## config.mk

```make
export PLATFORM = sky130hd
export DESIGN_NAME = heap_sort_seq
export DESIGN_NICKNAME = d
export VERILOG_FILES = /design/src/rtl/heap_sort_seq.sv
export SDC_FILE = /design/constraint.sdc
export NUM_CORES = 1
export LEC_CHECK = 0
export ABC_AREA = 1
export BUFFER_PORTS_ARGS = -buffer_cell sky130_fd_sc_hd__buf_2
export CAP_MARGIN = 20
export CORE_MARGIN = 3
export CORE_UTILIZATION = 46
export CTS_CLUSTER_DIAMETER = 60
export DETAILED_ROUTE_END_ITERATION = 12
export SLEW_MARGIN = 20
export SYNTH_ARGS = -nofsm -noshare
export SYNTH_HDL_FRONTEND = slang
export SYNTH_SLANG_ARGS = --single-unit
```

## constraint.sdc

```tcl
create_clock -name system1000 -period 7.9 [get_ports system1000]
set_clock_uncertainty 0.15 [all_clocks]
set_input_delay 0.79 -clock system1000 [delete_from_list [all_inputs] [get_ports system1000]]
set_output_delay 0.79 -clock system1000 [all_outputs]
set_load 0.005 [all_outputs]
```

## src/rtl/heap_sort_seq.sv

```systemverilog
// Frame collector + N-pass odd-even transposition sorter + drainer for signed words.
// Optional macro HEAPSORT_DESC_EN: swap on a<b so the frame drains largest first.
module heap_sort_seq #(
  parameter int N = 6,
  parameter int W = 32
) (
  input  logic         system1000,
  input  logic         system1000_rstn,
  input  logic [W-1:0] in_data,
  input  logic         in_valid,
  output logic         in_ready,
  output logic [W-1:0] out_data,
  output logic         out_valid,
  input  logic         out_ready,
  output logic         out_last,
  output logic         busy
);

  localparam int CW = $clog2(N+1);

  typedef enum logic [1:0] {LOAD, SORT, DRAIN} state_t;

  state_t          state;
  logic [N*W-1:0]  vec;
  logic [N*W-1:0]  pass_vec;
  logic [CW-1:0]   cnt;
  logic            last_cnt;

  assign last_cnt = (cnt == CW'(N-1));
  assign out_data = vec[W-1:0];

  // One transposition pass; pass parity (cnt[0]) selects even or odd pairs.
  always_comb begin
    pass_vec = vec;
    for (int k = 0; k < N-1; k++) begin
      if (k[0] == cnt[0]) begin
`ifdef HEAPSORT_DESC_EN
        if ($signed(vec[k*W +: W]) < $signed(vec[(k+1)*W +: W])) begin
`else
        if ($signed(vec[k*W +: W]) > $signed(vec[(k+1)*W +: W])) begin
`endif
          pass_vec[k*W +: W]     = vec[(k+1)*W +: W];
          pass_vec[(k+1)*W +: W] = vec[k*W +: W];
        end
      end
    end
  end

  always_ff @(posedge system1000 or negedge system1000_rstn) begin
    if (!system1000_rstn) begin
      state     <= LOAD;
      vec       <= '0;
      cnt       <= '0;
      in_ready  <= 1'b1;
      out_valid <= 1'b0;
      out_last  <= 1'b0;
      busy      <= 1'b0;
    end else begin
      case (state)
        LOAD: begin
          if (in_valid && in_ready) begin
            vec <= {vec[(N-1)*W-1:0], in_data};
            if (last_cnt) begin
              cnt      <= '0;
              state    <= SORT;
              in_ready <= 1'b0;
              busy     <= 1'b1;
            end else begin
              cnt <= cnt + 1'b1;
            end
          end
        end
        SORT: begin
          vec <= pass_vec;
          if (last_cnt) begin
            cnt       <= '0;
            state     <= DRAIN;
            out_valid <= 1'b1;
            out_last  <= 1'b0;
          end else begin
            cnt <= cnt + 1'b1;
          end
        end
        DRAIN: begin
          if (out_ready) begin
            vec <= {{W{1'b0}}, vec[N*W-1:W]};
            if (last_cnt) begin
              cnt       <= '0;
              state     <= LOAD;
              out_valid <= 1'b0;
              out_last  <= 1'b0;
              busy      <= 1'b0;
              in_ready  <= 1'b1;
            end else begin
              cnt      <= cnt + 1'b1;
              // out_last is registered, so it is set as cnt steps onto N-1.
              out_last <= (cnt == CW'(N-2));
            end
          end
        end
        default: state <= LOAD;
      endcase
    end
  end

endmodule

```

---- After elaboration in Yosys (flattened, before gate mapping) ----
Cells that the tools add are included.
operators by class
  add/subtract/negate cells ............... 1
  multipliers ............................. 0
  divide/modulo/power cells ............... 0
  magnitude comparators ................... 5
  equality and inequality tests ........... 12
  shift operators ......................... 0
  multiplexer cells ....................... 35
  bitwise gates (word level) .............. 0
  reduce and logical (&&, ||, !) cells .... 12
operators by type and width
  operator                                                          count
  64-bit two-way mux                                                10
  192-bit case mux with 3 select lines                              1
  192-bit two-way mux                                               2
  32-bit greater-than comparator                                    5
  5-bit AND reduction                                               4
  2-bit != test (second input constant)                             8
  2-bit two-way mux                                                 5
  3-bit two-way mux                                                 3
  3-bit case mux with 3 select lines                                1
  1-bit two-way mux                                                 8
  1-bit case mux with 2 select lines                                4
  3-bit == test (second input constant)                             2
  2-bit case mux with 3 select lines                                1
  3-bit AND reduction                                               2
  4-bit AND reduction                                               1
  2-bit nonzero test                                                2
  3-bit by 1-bit adder with 3-bit output (second input constant)    1
  3-bit nonzero test                                                1
  2-bit by 1-bit == test with 1-bit output (second input constant)  1
  2-bit == test (second input constant)                             1
  2-bit zero test                                                   1
  1-bit logical AND                                                 1
word-level totals
  register bits after elaboration ......... 201
  bits in latches ......................... 0
  bits in writable memories ............... 0
  memory bits (read-only) ................. 0
  input bits .............................. 36
  output and inout port bits .............. 36
  word-level logic and storage cells ...... 74
  memories kept ........................... 0

---- Depth between registers and ports, before layout ----
  depth after elaboration ................. 12
  depth in mapped cells ................... 24
  mapped depth without buffers ............ 22

---- Worst setup path before layout ----
OpenSTA, ideal clock, no wires.
  path kind ............................... register -> register
  from .................................... register vec[127]
  to ...................................... register vec[68]
  setup time .............................. 0.117 ns
  arrival time ............................ 2.219 ns
  data required time ...................... 7.633 ns
  setup slack ............................. 5.414 ns
  stages on the path, launching flop included .. 16
  buffers on the path ..................... 2
  period minus slack after synthesis ...... 2.486 ns
  cell sequence ........................... dfrtp_1 -> inv_1 -> ha_1 -> nand2_1 -> nor3_1 -> and3_1 -> a31oi_1 -> clkbuf_1 -> buf_1 -> nand3_1 -> nand2_1 -> inv_1 -> nand2_1 -> nand2_1 -> nand2_1 -> nand2_1
on the way
  longest elaborated chain between the ends .. 4
ends and longest elaborated chain
  element                               RTL line  source
  start: declaration                    24        logic [N*W-1:0] vec;
  start signal: assignment              62        vec <= {vec[(N-1)*W-1:0], in_data};
  start signal: assignment              74        vec <= pass_vec;
  start signal: assignment              86        vec <= {{W{1'b0}}, vec[N*W-1:W]};
  32-bit greater-than comparator        40        if ($signed(vec[k*W +: W]) > $signed(vec[(k+1)*W +: W])) begin
  64-bit two-way mux                    40
  64-bit two-way mux                    36        if (k[0] == cnt[0]) begin
  192-bit case mux with 3 select lines  59        case (state)
No other way between the ends.
A chain may end at the register's enable or synchronous reset.

---- Worst setup path in the final report ----
  from .................................... register vec[59]
  to ...................................... register vec[9]
on the way
  longest elaborated chain between the ends .. 3
ends and longest elaborated chain
  element                         RTL line
  32-bit greater-than comparator  40
  2-bit != test (no line)         n/a
  5-bit AND reduction (no line)   n/a
No other way between the ends.

==> results.tsv <==
stage	metric	value	unit
sta	RSZ-0062 raised after global routing	no	
finish	share of layout cells above drive strength 1	7.396	%
die	total I/O pin count	72	
sta	Period Utilization, post-route	55.74	%
detailed_routing	routed vias	19559	
sta	final period demand of the worst path	4403	ps
run_status	status	finished, final reports clean	
sta	relative slew slack	28.36	%
sta	Slew @ Worst Pin	1075	ps
synthesis	Synth warnings	0	
placed_design	I/O Buffers	71	
grt	initial antenna violation count	0	
grt	vias in the first global route	19068	
synthesis	Mapped Avg Cell Area	6.307	sq um
finish	Layout Nets	3086	
die	row count	73	
setup_path	R2R Setup Slk	3500	ps
grt	first-pass GRT wire length	98590	um
finish	commonest non-fill, non-tap cell in the layout	nand2_1	
cts	worst skew pair latency	570	ps
cts	CTS Hold Buffers Added	0	
setup_path	Setup CP Type	flop to flop	
detailed_routing	Vias/cell	5.699	
detailed_routing	Final ANT Viol Nets	0	
detailed_routing	initial DRC count	1471	
setup_path	FF-to-FF path depth	15	
setup_path	Worst Path Buf+Inv	3	
setup_path	R2R Path Start	vec[59]	
sta	Fmax achieved	0.2271	GHz
grt	gr usage total	27.14	%
setup_path	worst path arrival time	4700	ps
setup_path	Critical Path Fanout Max	34	
sta	Slew Limit Fails	0	
synthesis	Seq cells post-synth	201	
setup_path	CP Launch Type	flop	
die	Die Ht	208.6	um
detailed_routing	DRC errors left	0	
setup_path	CP Cell Sequence	inv_1, ha_1, a21oi_1, o21ai_0, nand2_1, nand2_1, a21oi_1, nand3_2, nand3_2, buf_4, nand2_1, nand2_2, inv_2, nor2_1, a21oi_1	
setup_path	CP delay by family, top	simple AND/OR/NAND/NOR gates	
cts	clock tree from TritonCTS	yes	
die	Initial Util	47.09	%
detailed_routing	Pre-antenna DRT Iters	7	
grt	Overflow after GRT	0	
synthesis	Yosys cell types	36	
die	die outline width	208.6	um
finish	ANT cells	0	
detailed_routing	final wirelength	60910	um
die	die area	43520	sq um
sta	Setup violations, final	0	
setup_path	cell count along the critical path	15	
synthesis	mapped cell area	18880	sq um
placed_design	HPWL Detailed	42520	um
placed_design	GP Congestion	0.8624	
sta	Fin Setup TNS	0	ps
hold_path	hold crit path type	primary input to async pin	
synthesis	Post-Syn Instances	2994	
setup_path	RR Endpoint	vec[9]	
synthesis	syn_nets	3194	
sta	Hold Violations, Final	0	
cts	Num CTS Buffers	28	
grt	largest net degree at the start of global routing	132	
die	core area	40100	sq um
cts	Worst-path clk slew	60	ps
cts	Setup Buffers After CTS	0	
cts	total clock sinks	201	
job	Max-Cap Viols	0	
setup_path	Critical Path RT	8190	ps
cts	clk buf depth	3	
cts	Post-CTS Resized	0	
synthesis	sequential share of the synthesized area	26.64	%
cts	H-tree depth	1	
detailed_routing	drt wl/cell	17.75	um
setup_path	CP max stage delay	600	ps
cts	Root Driver	clkbuf_16	
setup_path	Setup crit end kind	flop	
finish	Area Overhead vs Synth	6.434	%
finish	most frequent cells in the layout	1016 x nand2_1, 334 x a21oi_1, 313 x inv_1	
finish	fill count	4145	
setup_path	cell at the slowest stage of the critical path	nand3_2	
logic make-up after synthesis:
kind of cell,share of synthesized area [%]
xor gates and xnor gates,0.04639
and+or+nand+nor,38.99
DFF,26.64
adders and majority gates,10.87
buffers and inverters,12.17
AOI/OAI and AO/OA,11.28
per-stage QoR:
stage / setup WS, ps / util (%) / instances / hold slack, ps / area, sq um
finish: 3497 / 50.12 / 3432 / 116.0 / 20100
global route: 3158 / 50.12 / 3432 / 184.8 / 20100
CTS: 3612 / 50.05 / 3431 / 179.2 / 20070
detailed placement: 3621 / 47.61 / 3380 / 330.1 / 19090
global placement: 3773 / 47.59 / 3380 / 321.9 / 19080
floorplan: 5414 / - / 2994 / 326.1 / 18880
sequential cells by signal, summed over array words and instances (netlist names):
name       cells
cnt            3
vec          192
out_last       1
state          2
in_ready       1
out_valid      1
busy           1
worst max-delay path by stage:
stage          startpoint       to  slack [ps]
2_1_floorplan    vec[127]  vec[68]        5410
3_3_place_gp      vec[39]   vec[7]        3770
3_5_place_dp      vec[59]   vec[9]        3620
4_1_cts           vec[59]   vec[9]        3610
5_1_grt           vec[47]   vec[6]        3160
6_report          vec[59]   vec[9]        3500
cells in the mapped netlist, drive strengths merged:
cell type | instances | area share (%)
nand2 | 1029 | 21
a21oi | 337 | 9.0
inv | 315 | 6.3
nand3 | 279 | 8.0
nand4 | 208 | 6.9
dfrtp | 200 | 27
ha | 164 | 11
nor2 | 147 | 3.0
buf | 123 | 3.7
clkbuf | 108 | 2.1
o21ai | 51 | 1.7
o21a | 8 | 0.32
nor3 | 7 | 0.19
a21o | 6 | 0.24
and3 | 3 | 0.099
a31oi | 2 | 0.066
clkinv | 2 | 0.040
dfstp | 1 | 0.14
nor2b | 1 | 0.033
nor3b | 1 | 0.040
nor4 | 1 | 0.11
xor2 | 1 | 0.046
worst reg2reg max path, stage by stage (launching register included):
cell and delay, ps:
dfrtp_1 490, inv_1 100, ha_1 320, a21oi_1 140, o21ai_0 140, nand2_1 80
nand2_1 60, a21oi_1 190, nand3_2 600, nand3_2 260, buf_4 360, nand2_1 140
nand2_2 500, inv_2 470, nor2_1 210, a21oi_1 70
layer usage:
metal  vias to the layer above  GRT usage [%]  wire length [um]
met5                         -              0                 0
met4                         0          10.23              2416
met3                       147          2.477              2077
met2                       446          48.63             30960
met1                      9370          33.91             25450
li1                       9596              -                 -
final cells by class:
type	count	area (sq um)	share of cell area, %
Timing Repair Buffer	93	561.8	2.795
Tap cell	525	656.9	3.268
Inverter	317	1202	5.983
Clock buffer	36	802.0	3.991
Sequential cell	201	5031	25.03
Multi-Input combinational cell	2245	11660	58.03
Clock inverter	15	180.2	0.8965
Power is left out: the tool's default activity adds up to more than one toggle a clock period on the data nets, which glitch-free logic cannot reach.
